[src/rtl/mult_datapath.sv]
// Shift-free multiply datapath: operand A, down-counter B and accumulator P,
// steered by an external control FSM via load/accumulate/decrement strobes.
module mult_datapath #(
    parameter int W = 8
) (
    input  logic             clk,
    input  logic             rst,
    input  logic [W-1:0]     data_in,
    input  logic             ld_a,
    input  logic             ld_b,
    input  logic             ld_p,
    input  logic             dec,
    input  logic             clr,
    output logic             eqz,
    output logic [2*W-1:0]   product,
    output logic             err,
    output logic [W-1:0]     acc_cnt
);

    localparam logic [W-1:0] CNT_MAX = {W{1'b1}};

    logic [W-1:0]   a_r;
    logic [W-1:0]   b_r;
    logic [2*W-1:0] p_r;
    logic [W-1:0]   cnt_r;
    logic           err_r;

    logic [W-1:0]   a_nxt_s;
    logic [W-1:0]   b_nxt_s;
    logic [2*W-1:0] p_nxt_s;
    logic [W-1:0]   cnt_nxt_s;
    logic           err_nxt_s;
    logic           b_zero_s;

    assign b_zero_s = (b_r == {W{1'b0}});

    // Operand register A: load or hold.
    always_comb begin
        a_nxt_s = a_r;
        if (ld_a) begin
            a_nxt_s = data_in;
        end else begin
            a_nxt_s = a_r;
        end
    end

    // Counter B and sticky underflow flag; a fresh load beats decrement and clears err.
    always_comb begin
        b_nxt_s   = b_r;
        err_nxt_s = err_r;
        if (ld_b) begin
            b_nxt_s   = data_in;
            err_nxt_s = 1'b0;
        end else if (dec) begin
            if (b_zero_s) begin
                b_nxt_s   = {W{1'b0}};
                err_nxt_s = 1'b1;
            end else begin
                b_nxt_s   = b_r - {{(W-1){1'b0}}, 1'b1};
                err_nxt_s = err_r;
            end
        end else begin
            b_nxt_s   = b_r;
            err_nxt_s = err_r;
        end
    end

    // Accumulator P and saturating accumulation count; clr beats ld_p, sum wraps mod 2^(2W).
    always_comb begin
        p_nxt_s   = p_r;
        cnt_nxt_s = cnt_r;
        if (clr) begin
            p_nxt_s   = {(2*W){1'b0}};
            cnt_nxt_s = {W{1'b0}};
        end else if (ld_p) begin
            p_nxt_s = p_r + {{W{1'b0}}, a_r};
            if (cnt_r == CNT_MAX) begin
                cnt_nxt_s = CNT_MAX;
            end else begin
                cnt_nxt_s = cnt_r + {{(W-1){1'b0}}, 1'b1};
            end
        end else begin
            p_nxt_s   = p_r;
            cnt_nxt_s = cnt_r;
        end
    end

    // State registers with synchronous reset overriding every strobe.
    always_ff @(posedge clk) begin
        if (rst) begin
            a_r   <= {W{1'b0}};
            b_r   <= {W{1'b0}};
            p_r   <= {(2*W){1'b0}};
            cnt_r <= {W{1'b0}};
            err_r <= 1'b0;
        end else begin
            a_r   <= a_nxt_s;
            b_r   <= b_nxt_s;
            p_r   <= p_nxt_s;
            cnt_r <= cnt_nxt_s;
            err_r <= err_nxt_s;
        end
    end

    // eqz is decoded straight from B so the FSM sees it with zero latency.
    assign eqz     = b_zero_s;
    assign product = p_r;
    assign err     = err_r;
    assign acc_cnt = cnt_r;

endmodule

[config.mk]
export PLATFORM = sky130hd
export DESIGN_NAME = mult_datapath
export DESIGN_NICKNAME = d
export VERILOG_FILES = /design/src/rtl/mult_datapath.sv
export SDC_FILE = /design/constraint.sdc
export NUM_CORES = 1
export LEC_CHECK = 0
export BUFFER_PORTS_ARGS = -buffer_cell sky130_fd_sc_hd__buf_4
export CAP_MARGIN = 20
export CORE_MARGIN = 2
export CORE_UTILIZATION = 50
export CTS_CLUSTER_SIZE = 12
export DETAILED_ROUTE_END_ITERATION = 10
export PLACE_DENSITY = 0.83
export SYNTH_ARGS = -nofsm -noshare
export SYNTH_HDL_FRONTEND = slang
export SYNTH_SLANG_ARGS = --single-unit
[constraint.sdc]
create_clock -name clk -period 3.5 [get_ports clk]
set_input_delay 0.35 -clock clk [delete_from_list [all_inputs] [get_ports clk]]
set_output_delay 0.35 -clock clk [all_outputs]
set_load 0.005 [all_outputs]
==> qor.csv, run 1 <==
metric,value,unit
status,completed,
fill_cells,395,
port_buffers,40,
skew,0.00495,ns
synthArstFlopShare,0,%
setup_tns,0,ns
first_iter_violations,175,
drt_wl_total,5.19,mm
min_to,a_r[2],
grt_pass1_wl,8.58,mm
synthXorXnorAreaFrac,4.34,%
dieArea,0.00499,mm2
p_switching,253,uW
pre_cts_ws,1.56,ns
numCtsBuffers,5,
vias,2031,
ys_types,50,
synth_area,0.00222,mm2
cp.required,3.15,ns
finalCriticalPeriod,2.04,ns
comb_power_share,13.1,%
register_area,821,um2
p_leak,1.16,nW
hold_path_class,input port to register,
postCtsHoldBufs,0,
diodes,0,
drive_above_1_share,18.1,%
syn_nets,278,
hold_depth,3,
syn_area_per_cell,8.85,um2
slew_headroom,45.0,%
cts_root_buf,clkbuf_8,
place_area,0.00254,mm2
ios,41,
start_util,51.4,%
die_w,70.6,um
hold_start,data_in[2],
wl_per_cell,15.3,um
path_max_fanout,6,
seqPwrFrac,48.4,%
area_growth,19.5,%
synth_top_area_cell,dfxtp_1,
r2r_cells,6,
clkSinkCount,41,
fp.dieH,70.6,um
worst_pin_slew,0.823,ns
antenna_found_initial,0,
cts-resized-gates,0,
rsz0062_at_grt,false,
fmax,0.490,GHz
synthSimpleGateAreaFrac,21.1,%
yosys-top-cells-area,"dfxtp_1 (37%), mux2i_1 (6.8%), ha_1 (6.2%)",
gp_congestion,0.875,
power_switching_share,24.5,%
htreeDepth,2,
worst_setup_path_start_kind,register,
synth_flop_cell,dfxtp_1,
setup_violations,0,
rows,24,
clock_power_share,38.5,%
timing.rr.end,product[14],
core-area,0.00432,mm2
end_kind,primary output,
synth_adder_area_share,7.10,%
synth.top_cell.area_share,37.0,%
gr-total-overflow,0,
grt_pass1_vias,1871,
ant_nets,0,
finalPower,1.03,mW
drc,0,
fin_ws,1.46,ns
fin_nets,313,
cts_tree,yes,
synth_mux_area_share,6.76,%
clkLatencyLatePin,0.30,ns
dr.pass1.iters,5,
yosysWarnings,0,
yosysSeqAreaShare,37.0,%
arrival,1.69,ns
synth_compound_area_share,20.8,%
stdcell_count,339,
reg2reg_slack,1.50,ns
cts.clk_slew.worst_paths,0.07,ns
place_inst,331,
synth.top_cells.by_count,"dfxtp_1 (41), nor2_1 (22), a21oi_1 (21), mux2i_1 (15), nand2_1 (13)",
finalHoldViolCount,0,
grt_start_max_net_pins,26,
cap_violations,0,
design_area,0.00266,mm2
syn_inst,251,
routed_via_density,5.99,
synth_edf_count,0,
timing.rr.start,product[0],
slew_violations,0,
ir_drop,0.286,mV
clockBufferDepth,2,
cellPowerDensity,389,mW/mm2
synth_top_family_by_area,simple AND/OR/NAND/NOR gates,
synthMostInstantiatedCell,dfxtp_1,
internal_power,779,uW
multi_input_area,0.00133,mm2
synth-seq-cells,41,
grt_usage,21.0,%
critPathKind,register to primary output,
min_period_over_period,58.3,%
post-cts-setup-buffer-count,0,
dpl.hpwl,3.67,mm
-- final cells by class --
| type | instances | area share (%) |
|---|---|---|
| Multi-Input combinational cell | 193 | 50.2 |
| Sequential cell | 41 | 30.9 |
| Clock inverter | 1 | 1.13 |
| Inverter | 5 | 0.707 |
| Tap cell | 52 | 2.45 |
| Timing Repair Buffer | 40 | 11.3 |
| Clock buffer | 7 | 3.25 |
-- cells in the final DEF (no fill, tap or decap), types with 2 or more instances in the layout --
master / count
dfxtp_1: 41
buf_4: 40
nor2_1: 22
a21oi_1: 21
mux2i_1: 15
nand2_1: 13
o21ai_0: 12
ha_1: 11
nor3b_1: 8
xor2_1: 6
a21o_1: 6
clkbuf_8: 6
inv_1: 5
xnor2_1: 5
nand3_1: 5
nor3_1: 5
a211oi_1: 5
or3_1: 5
nand3b_1: 5
and3_1: 4
a221oi_1: 4
nand4_1: 3
nor4_1: 2
and2_1: 2
or2_2: 2
nand2b_1: 2
o22ai_1: 2
nor2b_1: 2
o211ai_1: 2
o211a_1: 2
o31ai_1: 2
or4_1: 2
a2111o_1: 2
-- flip-flops by register name, summed over array words and instances, names as in the netlist --
register and count:
a_r 8, err 1, acc_cnt 8, product 16
b_r 8
-- kinds of logic after synthesis --
kind of cell / after synthesis
xor+xnor: 11
buf+inv: 17
compound gates: 69
simple gates: 86
flops: 41
fa+ha+maj: 12
mux: 15
-- power groups by stage --
stage / Combinational (mW) / Clock (mW) / Sequential (mW)
4_1_cts: 0.135 / 0.402 / 0.498
3_5_place_dp: 0.133 / 0 / 0.509
6_report: 0.135 / 0.397 / 0.499
3_3_place_gp: 0.129 / 0 / 0.509
2_1_floorplan: 0.0937 / 0 / 0.506
5_1_grt: 0.149 / 0.419 / 0.501
-- how the worst max path moves through the flow --
stage,to,startpoint,cells after the start,slack [ns]
floorplan,product[7],product[1],5,1.71
global placement,product[7],product[1],5,1.63
detailed placement,product[10],product[0],6,1.56
CTS,eqz,b_r[2],3,1.47
global route,product[14],product[0],6,1.35
finish,eqz,b_r[2],3,1.46
-- worst max-delay path, stage by stage (launching register included) --
cell	delay, ns
dfxtp_1	0.36
nor4_1	0.64
and2_1	0.27
buf_4	0.12
-- routing by layer --
metal / global-route usage (%) / routed length (um) / share of wire [%]
met2: 34.0 / 2490 / 48
met4: 7.13 / 89 / 1.7
met1: 28.3 / 2360 / 45
met5: 0 / 0 / 0
met3: 4.13 / 247 / 4.8
-- through the flow --
step / hold slack (ns) / util, %
finish: 0.305 / 61.4
detailed placement: 0.456 / 58.7
floorplan: 0.464 / -
global placement: 0.450 / 58.7
CTS: 0.303 / 61.4
global route: 0.301 / 61.4
Note: power is estimated with default switching activity, not from simulation.
==> run 2: changes to the inputs <==
Settings changed: PLACE_DENSITY 0.83 to 0.86.
Clock period 3.5 ns to 1.7 ns, I/O delays scaled along.
==> qor.csv, run 2 (synthesis gave the netlist of run 1 again) <==
metric,value,unit
critPathKind,register to register,
finalHoldViolCount,0,
internal_power,1.66,mW
slew_headroom,71.1,%
multi_input_area,0.00152,mm2
min_to,a_r[3],
wl_per_cell,17.6,um
hold_depth,3,
clkSinkCount,41,
die_w,70.6,um
setup_violations,5,
setup_tns,-0.222,ns
path_max_fanout,3,
htreeDepth,2,
area_growth,37.5,%
min_period_over_period,105,%
gp_congestion,0.815,
dieArea,0.00499,mm2
final_cell_mix,"buf_4 (66), dfxtp_1 (32), nor2_1 (22), a21oi_1 (17), mux2i_1 (15)",
hold_slack,0.112,ns
hold_path_class,input port to register,
fill_cells,310,
ant_nets,0,
layout_commonest_cell,buf_4,
rows,24,
fin_ws,-0.0848,ns
p_switching,582,uW
place_area,0.00276,mm2
drt_wl_total,6.42,mm
finalCriticalPeriod,1.78,ns
core-area,0.00432,mm2
register_area,837,um2
antenna_found_initial,0,
ir_drop,0.533,mV
p_leak,1.29,nW
reg2reg_slack,-0.08,ns
clkLatencyLatePin,0.30,ns
numCtsBuffers,5,
comb_power_share,16.3,%
timing.rr.start,a_r[1],
routed_via_density,6.13,
timing.rr.end,product[7],
failed_checks,setup timing,
fmax,0.560,GHz
cts_tree,yes,
grt_start_max_net_pins,26,
cts_root_buf,clkbuf_8,
power_switching_share,25.9,%
cp.required,1.89,ns
final_util,70.6,%
vias,2237,
cts.clk_slew.worst_paths,0.08,ns
skew,0.00953,ns
cap_violations,0,
arrival,1.98,ns
cellPowerDensity,735,mW/mm2
hold_start,data_in[3],
slew_violations,0,
ios,41,
drive_above_1_share,35.8,%
r2r_cells,5,
largest_register_ffs,16,
dr.pass1.iters,5,
status,"complete, but fails checks",
clock_power_share,37.5,%
rsz0062_at_grt,true,
fp.dieH,70.6,um
port_buffers,40,
fin_nets,339,
grt_usage,24.7,%
clockBufferDepth,2,
dpl.hpwl,3.98,mm
worst_setup_path_start_kind,register,
design_area,0.00305,mm2
gr-total-overflow,0,
start_util,51.4,%
drc,0,
diodes,0,
worst_pin_slew,0.431,ns
seqPwrFrac,46.1,%
finalPower,2.24,mW
grt_pass1_vias,2140,
grt_pass1_wl,9.83,mm
first_iter_violations,225,
end_kind,register,
[run 2: cell count changes in the layout (fill, tap and decap cells not counted), sizes merged]
cell and delta:
clkinvlp +1, clkbuf -1, buf +26
[run 2: how the worst max path moves through the flow]
stage / startpoint / end / slack [ns]
2_1_floorplan: product[0] / product[10] / -0.0006
3_3_place_gp: product[5] / product[10] / -0.03
3_5_place_dp: product[5] / product[14] / -0.09
4_1_cts: a_r[0] / product[10] / -0.05
5_1_grt: a_r[5] / product[14] / -0.15
6_report: a_r[1] / product[7] / -0.08
[run 2: repair_timing]
action                     in CTS  in global routing
buffers inserted                2                  2
setup endpoints to repair      11                 13
hold buffers                    0                  0
gates resized for setup        11                 25
pin swaps                       8                  9
[run 2: critical path, stage by stage, from the launching register on]
cell     delay, ns
dfxtp_4       0.37
ha_4          0.24
a211o_1       0.29
a21o_1        0.19
a311o_1       0.35
a41o_1        0.23
[run 2: power by group through the flow]
stage,sequential (mW),clock (mW),combinational (mW)
6_report,1.03,0.842,0.367
5_1_grt,1.04,0.878,0.399
3_5_place_dp,1.05,0,0.323
4_1_cts,1.03,0.832,0.336
3_3_place_gp,1.05,0,0.311
2_1_floorplan,1.04,0,0.198
[run 2: cell type report]
class                   instances  area share (%)
clock buffers                   6            2.70
well taps                      52            2.13
clock inverters                 2            1.23
flip-flops and latches         41            27.4
multi-input cells             193            49.7
inverters                       5           0.615
repair buffers                 66            16.2
[run 2: metrics by stage]
| stage | setup slack (ns) | instances |
|---|---|---|
| 6_report | -0.0848 | 365 |
| 4_1_cts | -0.0531 | 363 |
| 5_1_grt | -0.148 | 365 |
| 3_5_place_dp | -0.0949 | 353 |
| 3_3_place_gp | -0.0349 | 353 |
| 2_1_floorplan | -0.000577 | 251 |
[run 2: per-layer routing]
metal,up-vias,part of all wire (%),GRT usage [%],wire length (um)
li1,1054,-,-,-
met1,1061,42,30.5,2680
met2,104,50,41.1,3220
met3,18,5.8,3.99,375
met4,0,2.1,13.6,137
met5,-,0,0,0
